--- config.mk ---
export PLATFORM = sky130hd
export DESIGN_NAME = detector_scan_ctrl_flat
export DESIGN_NICKNAME = d
export VERILOG_FILES = /design/src/rtl/detector_scan_if.sv /design/src/rtl/detector_scan_ctrl.sv /design/src/flat_wrapper.sv
export SDC_FILE = /design/constraint.sdc
export NUM_CORES = 1
export LEC_CHECK = 0
export ABC_AREA = 1
export CELL_PAD_IN_SITES_DETAIL_PLACEMENT = 0
export CELL_PAD_IN_SITES_GLOBAL_PLACEMENT = 1
export CORE_UTILIZATION = 38
export DETAILED_ROUTE_END_ITERATION = 10
export PLACE_DENSITY_LB_ADDON = 0.1
export SLEW_MARGIN = 15
export SYNTH_ARGS = -nofsm -noshare
export SYNTH_HDL_FRONTEND = slang
export SYNTH_SLANG_ARGS = --single-unit
--- constraint.sdc ---
create_clock -name clk -period 2.23 [get_ports clk]
set_input_delay 0.223 -clock clk [delete_from_list [all_inputs] [get_ports clk]]
set_output_delay 0.223 -clock clk [all_outputs]
set_load 0.02 [all_outputs]
--- src/rtl/detector_scan_if.sv ---
`default_nettype none
// ============================================================================
// Module   : detector_scan_if
// Purpose  : Bundles the word handshake and the serial/status outputs of the
//            detector scan controller.
// Signals  : in_valid/in_ready/in_data/overlap/abort  producer -> controller
//            ser_valid/ser_bit/match                  serial bit stream
//            busy/done/match_cnt                      status
// Modports : master (producer / bench side), slave (controller side)
// Revision : 1.0  initial release
// ============================================================================
interface detector_scan_if #(
  parameter int DATA_W = 16,
  parameter int CNT_W  = 5
);
  logic              in_valid;
  logic              in_ready;
  logic [DATA_W-1:0] in_data;
  logic              overlap;
  logic              abort;
  logic              ser_valid;
  logic              ser_bit;
  logic              match;
  logic              busy;
  logic              done;
  logic [CNT_W-1:0]  match_cnt;

  modport master (
    output in_valid, in_data, overlap, abort,
    input  in_ready, ser_valid, ser_bit, match, busy, done, match_cnt
  );

  modport slave (
    input  in_valid, in_data, overlap, abort,
    output in_ready, ser_valid, ser_bit, match, busy, done, match_cnt
  );
endinterface
`default_nettype wire

--- src/rtl/detector_scan_ctrl.sv ---
`default_nettype none
// ============================================================================
// Module   : detector_scan_ctrl
// Purpose  : Accepts a parallel word, shifts it out MSB-first one bit per
//            clock through a PAT_W-bit pattern matcher, flags and counts
//            matches, and pulses done when the word is finished.
// Ports    : clk    rising-edge clock
//            clr_n  synchronous active-low reset
//            bus    detector_scan_if.slave (handshake, serial and status)
// Revision : 1.0  initial release
// ============================================================================
module detector_scan_ctrl #(
  parameter int                 DATA_W = 16,
  parameter int                 PAT_W  = 4,
  parameter logic [PAT_W-1:0]   PAT    = 4'b1011,
  parameter int                 CNT_W  = 5
) (
  input  wire logic        clk,
  input  wire logic        clr_n,
  detector_scan_if.slave   bus
);

  localparam int                  c_FILL_W    = $clog2(PAT_W + 1);
  localparam int                  c_IDX_W     = $clog2(DATA_W + 1);
  localparam logic [c_FILL_W-1:0] c_FILL_FULL = c_FILL_W'(PAT_W);
  localparam logic [c_IDX_W-1:0]  c_IDX_LAST  = c_IDX_W'(DATA_W);
  localparam logic [CNT_W-1:0]    c_CNT_MAX   = '1;

  typedef enum logic [1:0] {
    IDLE   = 2'd0,
    SHIFT  = 2'd1,
    REPORT = 2'd2
  } state_t;

  state_t              r_state;
  logic [DATA_W-1:0]   r_word;
  logic [c_IDX_W-1:0]  r_idx;
  logic [PAT_W-1:0]    r_hist;
  logic [c_FILL_W-1:0] r_fill;
  logic                r_ovl;
  logic                r_ser_valid;
  logic                r_ser_bit;
  logic                r_match;
  logic                r_done;
  logic [CNT_W-1:0]    r_cnt;

  logic                w_accept;
  logic                w_bit;
  logic                w_ovl;
  logic [PAT_W-1:0]    w_hist_base;
  logic [PAT_W-1:0]    w_hist_next;
  logic [c_FILL_W-1:0] w_fill_base;
  logic [c_FILL_W-1:0] w_fill_next;
  logic [CNT_W-1:0]    w_cnt_base;
  logic [CNT_W-1:0]    w_cnt_next;
  logic                w_hit;

  // Matcher evaluation for the bit being emitted on this edge. On the accept
  // edge the first bit comes straight from in_data and the history, fill count
  // and match count start from zero so matches never span two words.
  always_comb begin
    w_accept    = (r_state == IDLE) && bus.in_valid;
    w_bit       = w_accept ? bus.in_data[DATA_W-1] : r_word[DATA_W-1];
    w_ovl       = w_accept ? bus.overlap : r_ovl;
    w_hist_base = w_accept ? '0 : r_hist;
    w_fill_base = w_accept ? '0 : r_fill;
    w_cnt_base  = w_accept ? '0 : r_cnt;
    w_hist_next = (w_hist_base << 1) | PAT_W'(w_bit);
    w_fill_next = (w_fill_base == c_FILL_FULL) ? w_fill_base : w_fill_base + 1'b1;
    w_hit       = (w_fill_next == c_FILL_FULL) && (w_hist_next == PAT);
    w_cnt_next  = (w_hit && (w_cnt_base != c_CNT_MAX)) ? w_cnt_base + 1'b1 : w_cnt_base;
  end

  always_ff @(posedge clk) begin
    if (!clr_n) begin
      r_state     <= IDLE;
      r_word      <= '0;
      r_idx       <= '0;
      r_hist      <= '0;
      r_fill      <= '0;
      r_ovl       <= 1'b0;
      r_ser_valid <= 1'b0;
      r_ser_bit   <= 1'b0;
      r_match     <= 1'b0;
      r_done      <= 1'b0;
      r_cnt       <= '0;
    end else begin
      case (r_state)
        IDLE: begin
          r_ser_valid <= 1'b0;
          r_match     <= 1'b0;
          r_done      <= 1'b0;
          if (w_accept) begin
            r_state     <= SHIFT;
            r_ovl       <= bus.overlap;
            r_word      <= bus.in_data << 1;
            r_idx       <= c_IDX_W'(1);
            r_ser_valid <= 1'b1;
            r_ser_bit   <= w_bit;
            r_match     <= w_hit;
            r_cnt       <= w_cnt_next;
            // Non-overlapping mode restarts the window after every match.
            r_hist      <= (w_hit && !w_ovl) ? '0 : w_hist_next;
            r_fill      <= (w_hit && !w_ovl) ? '0 : w_fill_next;
          end
        end
        SHIFT: begin
          if (bus.abort) begin
            r_state     <= IDLE;
            r_idx       <= '0;
            r_ser_valid <= 1'b0;
            r_ser_bit   <= 1'b0;
            r_match     <= 1'b0;
            r_cnt       <= '0;
          end else if (r_idx == c_IDX_LAST) begin
            r_state     <= REPORT;
            r_idx       <= '0;
            r_ser_valid <= 1'b0;
            r_ser_bit   <= 1'b0;
            r_match     <= 1'b0;
            r_done      <= 1'b1;
          end else begin
            r_word      <= r_word << 1;
            r_idx       <= r_idx + 1'b1;
            r_ser_valid <= 1'b1;
            r_ser_bit   <= w_bit;
            r_match     <= w_hit;
            r_cnt       <= w_cnt_next;
            r_hist      <= (w_hit && !w_ovl) ? '0 : w_hist_next;
            r_fill      <= (w_hit && !w_ovl) ? '0 : w_fill_next;
          end
        end
        REPORT: begin
          // match_cnt is held here and through IDLE until the next accept.
          r_state <= IDLE;
          r_done  <= 1'b0;
        end
        default: begin
          r_state <= IDLE;
        end
      endcase
    end
  end

  assign bus.in_ready  = (r_state == IDLE);
  assign bus.busy      = (r_state != IDLE);
  assign bus.ser_valid = r_ser_valid;
  assign bus.ser_bit   = r_ser_bit;
  assign bus.match     = r_match;
  assign bus.done      = r_done;
  assign bus.match_cnt = r_cnt;

endmodule
`default_nettype wire

--- src/flat_wrapper.sv ---
// flat-port wrapper written by rule: the top's interface ports become plain ports
module detector_scan_ctrl_flat 
#(
  parameter int                 DATA_W = 16,
  parameter int                 PAT_W  = 4,
  parameter logic [PAT_W-1:0]   PAT    = 4'b1011,
  parameter int                 CNT_W  = 5
)
  (clk, clr_n, bus_in_valid, bus_in_data, bus_overlap, bus_abort, bus_in_ready, bus_ser_valid, bus_ser_bit, bus_match, bus_busy, bus_done, bus_match_cnt);
  detector_scan_if #(.DATA_W(DATA_W), .CNT_W(CNT_W)) bus_i ();
  input  wire logic clk;
  input  wire logic clr_n;
  input wire logic [$bits(bus_i.in_valid)-1:0] bus_in_valid;
  input wire logic [$bits(bus_i.in_data)-1:0] bus_in_data;
  input wire logic [$bits(bus_i.overlap)-1:0] bus_overlap;
  input wire logic [$bits(bus_i.abort)-1:0] bus_abort;
  output wire logic [$bits(bus_i.in_ready)-1:0] bus_in_ready;
  output wire logic [$bits(bus_i.ser_valid)-1:0] bus_ser_valid;
  output wire logic [$bits(bus_i.ser_bit)-1:0] bus_ser_bit;
  output wire logic [$bits(bus_i.match)-1:0] bus_match;
  output wire logic [$bits(bus_i.busy)-1:0] bus_busy;
  output wire logic [$bits(bus_i.done)-1:0] bus_done;
  output wire logic [$bits(bus_i.match_cnt)-1:0] bus_match_cnt;
  assign bus_i.in_valid = bus_in_valid;
  assign bus_i.in_data = bus_in_data;
  assign bus_i.overlap = bus_overlap;
  assign bus_i.abort = bus_abort;
  assign bus_in_ready = bus_i.in_ready;
  assign bus_ser_valid = bus_i.ser_valid;
  assign bus_ser_bit = bus_i.ser_bit;
  assign bus_match = bus_i.match;
  assign bus_busy = bus_i.busy;
  assign bus_done = bus_i.done;
  assign bus_match_cnt = bus_i.match_cnt;
  detector_scan_ctrl #(.DATA_W(DATA_W), .PAT_W(PAT_W), .PAT(PAT), .CNT_W(CNT_W)) u_core (.clk(clk), .clr_n(clr_n), .bus(bus_i));
endmodule
==> Yosys cells after proc, flatten, opt, wreduce, memory -nomap -nowiden <==
Cells that the tools add are included.
{ "op_classes": {"n_addsub": 3, "eq_ne": 13, "n_mux": 48, "bitwise": 1, "reduce_logical": 15} }
{ "ops": {"columns": ["cell", "n"], "rows": [
  ["16-bit 2-to-1 mux", 3],
  ["5-bit 2-to-1 mux", 8],
  ["3-bit 2-to-1 mux", 11],
  ["16-bit case mux with 2 select lines", 1],
  ["5-bit case mux with 2 select lines", 2],
  ["1-bit 2-to-1 mux", 13],
  ["3-bit case mux with 2 select lines", 2],
  ["5-bit by 1-bit adder with 5-bit output, second input constant", 2],
  ["1-bit case mux with 2 select lines", 4],
  ["3-bit == test, second input constant", 2],
  ["2-bit 2-to-1 mux", 3],
  ["3-bit AND reduction", 2],
  ["2-bit nonzero test", 3],
  ["5-bit == test, second input constant", 1],
  ["5-bit inequality test, second input constant", 1],
  ["4-bit == test, second input constant", 1],
  ["1-bit logical AND", 4],
  ["2-bit by 1-bit inequality test with 1-bit output, second input constant", 2],
  ["2-bit inequality test, second input constant", 2],
  ["4-bit by 1-bit OR with 4-bit output", 1],
  ["2-bit case mux with 2 select lines", 1],
  ["2-bit AND reduction", 2],
  ["4-bit AND reduction", 1],
  ["3-bit by 1-bit adder with 3-bit output, second input constant", 1],
  ["other kinds (7)", 7]
]} }
{ "totals": {"register_bits": 39, "inputBits": 21, "out_inout_bits": 11, "wordCells": 91} }

==> Longest topological paths before layout <==
{ "logic_depth": {"ltp_word": 12, "mapped_depth": 16, "ltp_nobuf": 15} }

==> Worst setup path after synthesis <==
Ideal clock, no wire load.
{ "synth_path": {"path_kind": "register to register", "startpoint": "register u_core.r_state[0]", "endpoint": "register u_core.r_fill[2]", "setup_time_ps": 119, "t_arrival_ps": 2005, "required_time_ps": 2111, "setup_slack_ps": 105, "path_stages_with_launch": 16, "n_path_buf": 1, "synth_period_minus_slack_ps": 2125, "path_cell_list": "dfxtp_1 nor2_4 nand2_4 buf_6 inv_4 nor2_1 ha_1 inv_1 nand3_1 nor2_1 nand2_1 nor2_8 and2_4 nand2_2 nand3_1 a21oi_1"} }
{ "synth_via": {"elab_chain_len": 12, "elab_cells_between_ends": 26, "classes_between": "add/sub: 1; eq/ne: 7; mux: 10; bitwise: 1; reduce/logical: 7"} }
{ "synth_rtl": {"columns": ["element", "line", "rtl"], "rows": [
  ["start: declaration", "detector_scan_ctrl.sv:35", "state_t r_state;"],
  ["start signal: assignment", "detector_scan_ctrl.sv:76", "r_state <= IDLE;"],
  ["start signal: assignment", "detector_scan_ctrl.sv:94", "r_state <= SHIFT;"],
  ["start signal: assignment", "detector_scan_ctrl.sv:109", "r_state <= IDLE;"],
  ["2-bit logical NOT (*)", null, null],
  ["named net bus_in_ready", "flat_wrapper.sv:17", "output wire logic [$bits(bus_i.in_ready)-1:0] bus_in_ready;"],
  ["1-bit logical AND", "detector_scan_ctrl.sv:62", "w_accept = (r_state == IDLE) && bus.in_valid;"],
  ["3-bit 2-to-1 mux", "detector_scan_ctrl.sv:66", "w_fill_base = w_accept ? '0 : r_fill;"],
  ["3-bit by 1-bit adder with 3-bit output / 3-bit == test (equally long branches)", "detector_scan_ctrl.sv:69", "w_fill_next = (w_fill_base == c_FILL_FULL) ? w_fill_base : w_fill_base + 1'b1;"],
  ["3-bit 2-to-1 mux", "detector_scan_ctrl.sv:69", null],
  ["3-bit == test", "detector_scan_ctrl.sv:70", "w_hit = (w_fill_next == c_FILL_FULL) && (w_hist_next == PAT);"],
  ["1-bit logical AND", "detector_scan_ctrl.sv:70", null],
  ["1-bit logical AND", "detector_scan_ctrl.sv:104, detector_scan_ctrl.sv:130", null],
  ["3-bit 2-to-1 mux", "detector_scan_ctrl.sv:104, detector_scan_ctrl.sv:130", null],
  ["3-bit 2-to-1 mux", "detector_scan_ctrl.sv:115", "end else if (r_idx == c_IDX_LAST) begin"],
  ["3-bit 2-to-1 mux", "detector_scan_ctrl.sv:108", "if (bus.abort) begin"],
  ["3-bit case mux with 2 select lines", "detector_scan_ctrl.sv:88", "case (r_state)"],
  ["end signal: assignment", "detector_scan_ctrl.sv:104", "r_fill <= (w_hit && !w_ovl) ? '0 : w_fill_next;"],
  ["end signal: assignment", "detector_scan_ctrl.sv:130", "r_fill <= (w_hit && !w_ovl) ? '0 : w_fill_next;"],
  ["end: declaration", "detector_scan_ctrl.sv:39", "logic [c_FILL_W-1:0] r_fill;"]
]} }
The timed path passes the listed nets; every way through them passes the cells marked *. The select of a mux whose other input is x is not followed.
A chain may end at the register's enable or synchronous reset.

==> Worst setup path after layout <==
{ "layout_path": {"startpoint": "register u_core.r_state[1]", "endpoint": "register u_core.r_hist[1]"} }
{ "layout_via": {"elab_chain_len": 12, "elab_cells_between_ends": 26, "classes_between": "add/sub: 1; eq/ne: 7; mux: 10; bitwise: 1; reduce/logical: 7"} }
{ "layout_rtl": {"columns": ["element", "line", "rtl"], "rows": [
  ["2-bit logical NOT", "detector_scan_ctrl.sv:62, detector_scan_ctrl.sv:88", null],
  ["1-bit logical AND", "detector_scan_ctrl.sv:62", null],
  ["3-bit 2-to-1 mux", "detector_scan_ctrl.sv:66", null],
  ["3-bit by 1-bit adder with 3-bit output / 3-bit == test (equally long branches)", "detector_scan_ctrl.sv:69", null],
  ["3-bit 2-to-1 mux", "detector_scan_ctrl.sv:69", null],
  ["3-bit == test", "detector_scan_ctrl.sv:70", null],
  ["1-bit logical AND", "detector_scan_ctrl.sv:70", null],
  ["1-bit logical AND", "detector_scan_ctrl.sv:103, detector_scan_ctrl.sv:129", null],
  ["3-bit 2-to-1 mux", "detector_scan_ctrl.sv:103, detector_scan_ctrl.sv:129", null],
  ["3-bit 2-to-1 mux", "detector_scan_ctrl.sv:115", null],
  ["3-bit 2-to-1 mux", "detector_scan_ctrl.sv:108", null],
  ["3-bit case mux with 2 select lines", "detector_scan_ctrl.sv:88", null],
  ["end signal: assignment", "detector_scan_ctrl.sv:103", "r_hist <= (w_hit && !w_ovl) ? '0 : w_hist_next;"],
  ["end signal: assignment", "detector_scan_ctrl.sv:129", "r_hist <= (w_hit && !w_ovl) ? '0 : w_hist_next;"],
  ["end: declaration", "detector_scan_ctrl.sv:38", "logic [PAT_W-1:0] r_hist;"]
]} }
Several ways; a longest one is shown, not always the timed one. The select of a mux whose other input is x is not followed.

==> run_results.csv <==
group,metric,value,unit
routing,total_routed_length,4610,microns
timing,pins_over_their_slew_limit,0,
global_routing,initial_antenna_violation_count,0,
clock_tree,clock_insertion_delay_worst_skew,0.29,ns
floorplan,effective_utilization_at_floorplan,0.403,
clock_tree,cts_buffers,5,
routing,route.antenna.remaining_nets,0,
global_routing,grt_pass1_vias,1723,
clock_tree,htree_levels,2,
floorplan,design.core.area,0.00482,sq mm
timing,fin_worst_skew,0.00398,ns
global_routing,global_route_wire_length_before_repair,7870,microns
synth,synthCells,270,
setup_path,worstSetupStartpointType,"flop",
setup_path,cp_max_fanout,6,
layout,nNetsFinal,347,
routing,remaining_drc_errors,0,
setup_path,timing.critical_path.depth,15,
routing,route.detailed.vias_per_inst,4.82,
clock_tree,cts_num_sinks,38,
clock_tree,cts_tree,"built",
setup_path,crit_path_max_incr_delay,0.34,ns
placed_design,numPortBuffers,31,
power,power-per-cell-area,582,mW/mm^2
setup_path,worstPathArrival,2.24,ns
global_routing,global_route.overflow_total,0,
placed_design,numPlacedInstances,372,
routing,first_iter_violations,77,
placed_design,globalplace.congestion,0.774,
synth,yosys_warnings,0,
routing,detailedRoute.firstPassIterationCount,4,
timing,max_freq,0.481,GHz
synth,count_of_flip_flops_with_a_built_in_enable_after_synthesis,0,
timing,fin_crit,2.08,ns
synth,synth_largest_area_cell,"sky130_fd_sc_hd__dfxtp_1",
placed_design,dpl_worst_slack,-0.0415,ns
timing,setup_viol,0,
synth,syn_avg_cell_area,7.19,sq um
synth,share_of_synthesized_registers_carrying_an_async_set_or_reset,0,
timing,slew_headroom,0.634,
synth,synth_sequential_area_ratio,0.392,
clock_tree,clk_pin_slew,0.07,ns
synth,synth_top_area_share,0.392,
floorplan,pin_count,32,
floorplan,num_rows,25,
hold_path,hold_path.class,"flop to flop",
job,cap_viol_max_count,0,
layout,finish.cell_count_without_fillers,387,
synth,syn-num-nets,297,
setup_path,reg2regPathDepth,15,
setup_path,timing.setup.critical_path_class,"flop to flop",
synth,synth.cell_area,0.00194,sq mm
floorplan,total_die_area,0.00540,sq mm
timing,post-route-worst-setup-slack,0.152,ns
hold_path,worstHoldPathCells,2,
placed_design,dpl.hpwl,3260,microns
layout,syn_to_final_growth,32.0,%
outcome,result_of_the_run,"completed",
synth,post_synth_main_area_contributors,"sky130_fd_sc_hd__dfxtp_1 39%, sky130_fd_sc_hd__nand2_1 14%, sky130_fd_sc_hd__inv_1 5.6%",
setup_path,worstSetupEndpointType,"flop",
global_routing,grt_use_total,0.191,
routing,via_count,1866,
routing,post_drt_wl_per_cell,11.9,microns
timing,report.final.hold_viol_count,0,
setup_path,path_cells,"nor2_4 -> nand2_4 -> nand2_2 -> inv_1 -> ha_1 -> inv_2 -> nand3_1 -> nor2_1 -> nand2_2 -> nor2_8 -> buf_4 -> and2_4 -> nand2_2 -> nand2_1 -> a21oi_1",
timing,final.hold.worst_slack,0.464,ns
setup_path,crit_path_slowest_cell,"sky130_fd_sc_hd__dfxtp_2",
timing,worstMarginPinSlew,0.548,ns
setup_path,worst-r2r-setup-slack,0.15,ns
timing,fin_tns_setup,0,ns
layout,fillerInstances,508,
setup_path,timing.critical_path.buf_inv,3,
floorplan,floorplan.die.width,73.5,microns
layout,share_of_post_route_cells_with_drive_strength_above_1,0.163,
clock_tree,clock_tree.buffer_depth,2,
layout,final_util,0.532,
floorplan,die_h,73.5,microns
power,ir_drop,381,uV
clock_tree,cts_stage_hold_buffer_count,0,
clock_tree,clock-root-buffer,"sky130_fd_sc_hd__clkbuf_8",
layout,num_antenna_cells,0,
synth,synth_top_flop_cell,"sky130_fd_sc_hd__dfxtp_1",
synth,synth_cell_type_count,32,
timing,final.period_utilization,0.932,
setup_path,crit_family,"simple AND/OR/NAND/NOR gates",
power,p_leak,0.00107,uW
setup_path,worst_ep_required_time,2.39,ns
synth,synth-seq-cells,38,
setup_path,worst_path_most_repeated_cell,"sky130_fd_sc_hd__nand2_2",
global_routing,maximum_number_of_pins_on_one_net_before_global_route_repair,24,
cells in the mapped netlist (2+ instances only):
cell,n
sky130_fd_sc_hd__nor3_1,5
sky130_fd_sc_hd__nand2_1,72
sky130_fd_sc_hd__inv_2,2
sky130_fd_sc_hd__nand2_2,4
sky130_fd_sc_hd__inv_1,29
sky130_fd_sc_hd__nand4_1,10
sky130_fd_sc_hd__nand2_4,2
sky130_fd_sc_hd__clkbuf_1,6
sky130_fd_sc_hd__ha_1,6
sky130_fd_sc_hd__buf_2,2
sky130_fd_sc_hd__nor2_4,2
sky130_fd_sc_hd__a31oi_1,14
sky130_fd_sc_hd__o21ai_0,20
sky130_fd_sc_hd__o21ai_1,3
sky130_fd_sc_hd__dfxtp_1,38
sky130_fd_sc_hd__a21oi_1,19
sky130_fd_sc_hd__nor2_1,14
sky130_fd_sc_hd__nand3_1,8
worst paths after layout:
kind	endpoint	from
worst max-delay path	u_core.r_hist[1]	u_core.r_state[1]
worst min-delay path	u_core.bus.ser_bit	u_core.bus.ser_bit
worst max register to register	u_core.r_hist[1]	u_core.r_state[1]
worst min register to register	u_core.bus.ser_bit	u_core.bus.ser_bit
registers in the layout, indices dropped and copies added, names as in the netlist:
signal                count
u_core.bus.done           1
u_core.bus.match          1
u_core.bus.match_cnt      5
u_core.bus.ser_bit        1
u_core.bus.ser_valid      1
u_core.r_fill             3
u_core.r_hist             3
u_core.r_idx              5
u_core.r_ovl              1
u_core.r_state            2
u_core.r_word            15
area by class of cell:
cell class | count | area, sq um | share of cell area
clock buffer | 6 | 72.6 | 0.0283
clock inverter | 1 | 7.51 | 0.00293
inverter | 32 | 123 | 0.0478
multi-input combinational | 190 | 1020 | 0.397
sequential | 38 | 763 | 0.298
tap | 67 | 83.8 | 0.0327
timing repair buffer | 53 | 495 | 0.193
layer usage:
layer | up-vias | routed length [microns] | global-route usage
met5 | - | 0 | 0
met4 | 0 | 68 | 0.0641
met3 | 7 | 132 | 0.0370
met2 | 24 | 2190 | 0.341
met1 | 841 | 2230 | 0.228
li1 | 994 | - | -
through the flow:
| step | power, uW | area (sq um) |
|---|---|---|
| global placement | 1040 | 2400 |
| finish | 1490 | 2560 |
| floorplan | 920 | 1940 |
| CTS | 1490 | 2480 |
| detailed placement | 1040 | 2400 |
| global route | 1580 | 2560 |
timing repair:
action,4_1_cts,5_1_grt
buffers inserted,0,8
setup endpoints to repair,0,5
resized for setup,0,12
endpoints found under the hold margin,0,0
power by group:
part | leakage (uW) | total [uW] | switching [uW] | internal (uW)
Combinational | 0.000717 | 283 | 156 | 127
Sequential | 0.000313 | 748 | 25.9 | 722
Clock | 0.0000373 | 461 | 246 | 214
Total | 0.00107 | 1490 | 428 | 1060
cell usage in the layout, fill, tap and decap left out, types with 2 or more instances in the layout:
cell type	count
sky130_fd_sc_hd__inv_1	27
sky130_fd_sc_hd__nor2_1	14
sky130_fd_sc_hd__ha_1	6
sky130_fd_sc_hd__nand3_1	8
sky130_fd_sc_hd__a21oi_1	18
sky130_fd_sc_hd__inv_2	4
sky130_fd_sc_hd__dfxtp_2	2
sky130_fd_sc_hd__clkdlybuf4s50_1	31
sky130_fd_sc_hd__a31oi_1	14
sky130_fd_sc_hd__nor3_1	5
sky130_fd_sc_hd__clkbuf_8	5
sky130_fd_sc_hd__o21ai_0	20
sky130_fd_sc_hd__nand4_1	10
sky130_fd_sc_hd__dfxtp_1	36
sky130_fd_sc_hd__buf_4	19
sky130_fd_sc_hd__nand2_1	70
sky130_fd_sc_hd__nand2_2	6
sky130_fd_sc_hd__o21ai_1	3
sky130_fd_sc_hd__buf_6	2
sky130_fd_sc_hd__nor2_4	2
sky130_fd_sc_hd__nand2_4	2
worst reg2reg max path, cell delays in order (launching register included):
cell                      delay [ns]
sky130_fd_sc_hd__dfxtp_2        0.34
sky130_fd_sc_hd__nor2_4         0.17
sky130_fd_sc_hd__nand2_4        0.11
sky130_fd_sc_hd__nand2_2        0.09
sky130_fd_sc_hd__inv_1          0.04
sky130_fd_sc_hd__ha_1           0.29
sky130_fd_sc_hd__inv_2          0.06
sky130_fd_sc_hd__nand3_1        0.06
sky130_fd_sc_hd__nor2_1         0.11
sky130_fd_sc_hd__nand2_2        0.10
sky130_fd_sc_hd__nor2_8         0.16
sky130_fd_sc_hd__buf_4          0.13
sky130_fd_sc_hd__and2_4         0.13
sky130_fd_sc_hd__nand2_2        0.05
sky130_fd_sc_hd__nand2_1        0.06
sky130_fd_sc_hd__a21oi_1        0.05
cell families (layout without fill, tap and decap cells):
group,Yosys count,count (layout),share of synthesized area
AND/OR/NAND/NOR,123,123,0.303
AO/OA/AOI/OAI,60,60,0.173
buffers and inverters,42,92,0.0883
flip-flops,38,38,0.392
adder cells (fa/ha/maj),6,6,0.0387
multiplexers,1,1,0.00515
No activity file was read; power rests on OpenSTA's default activity.
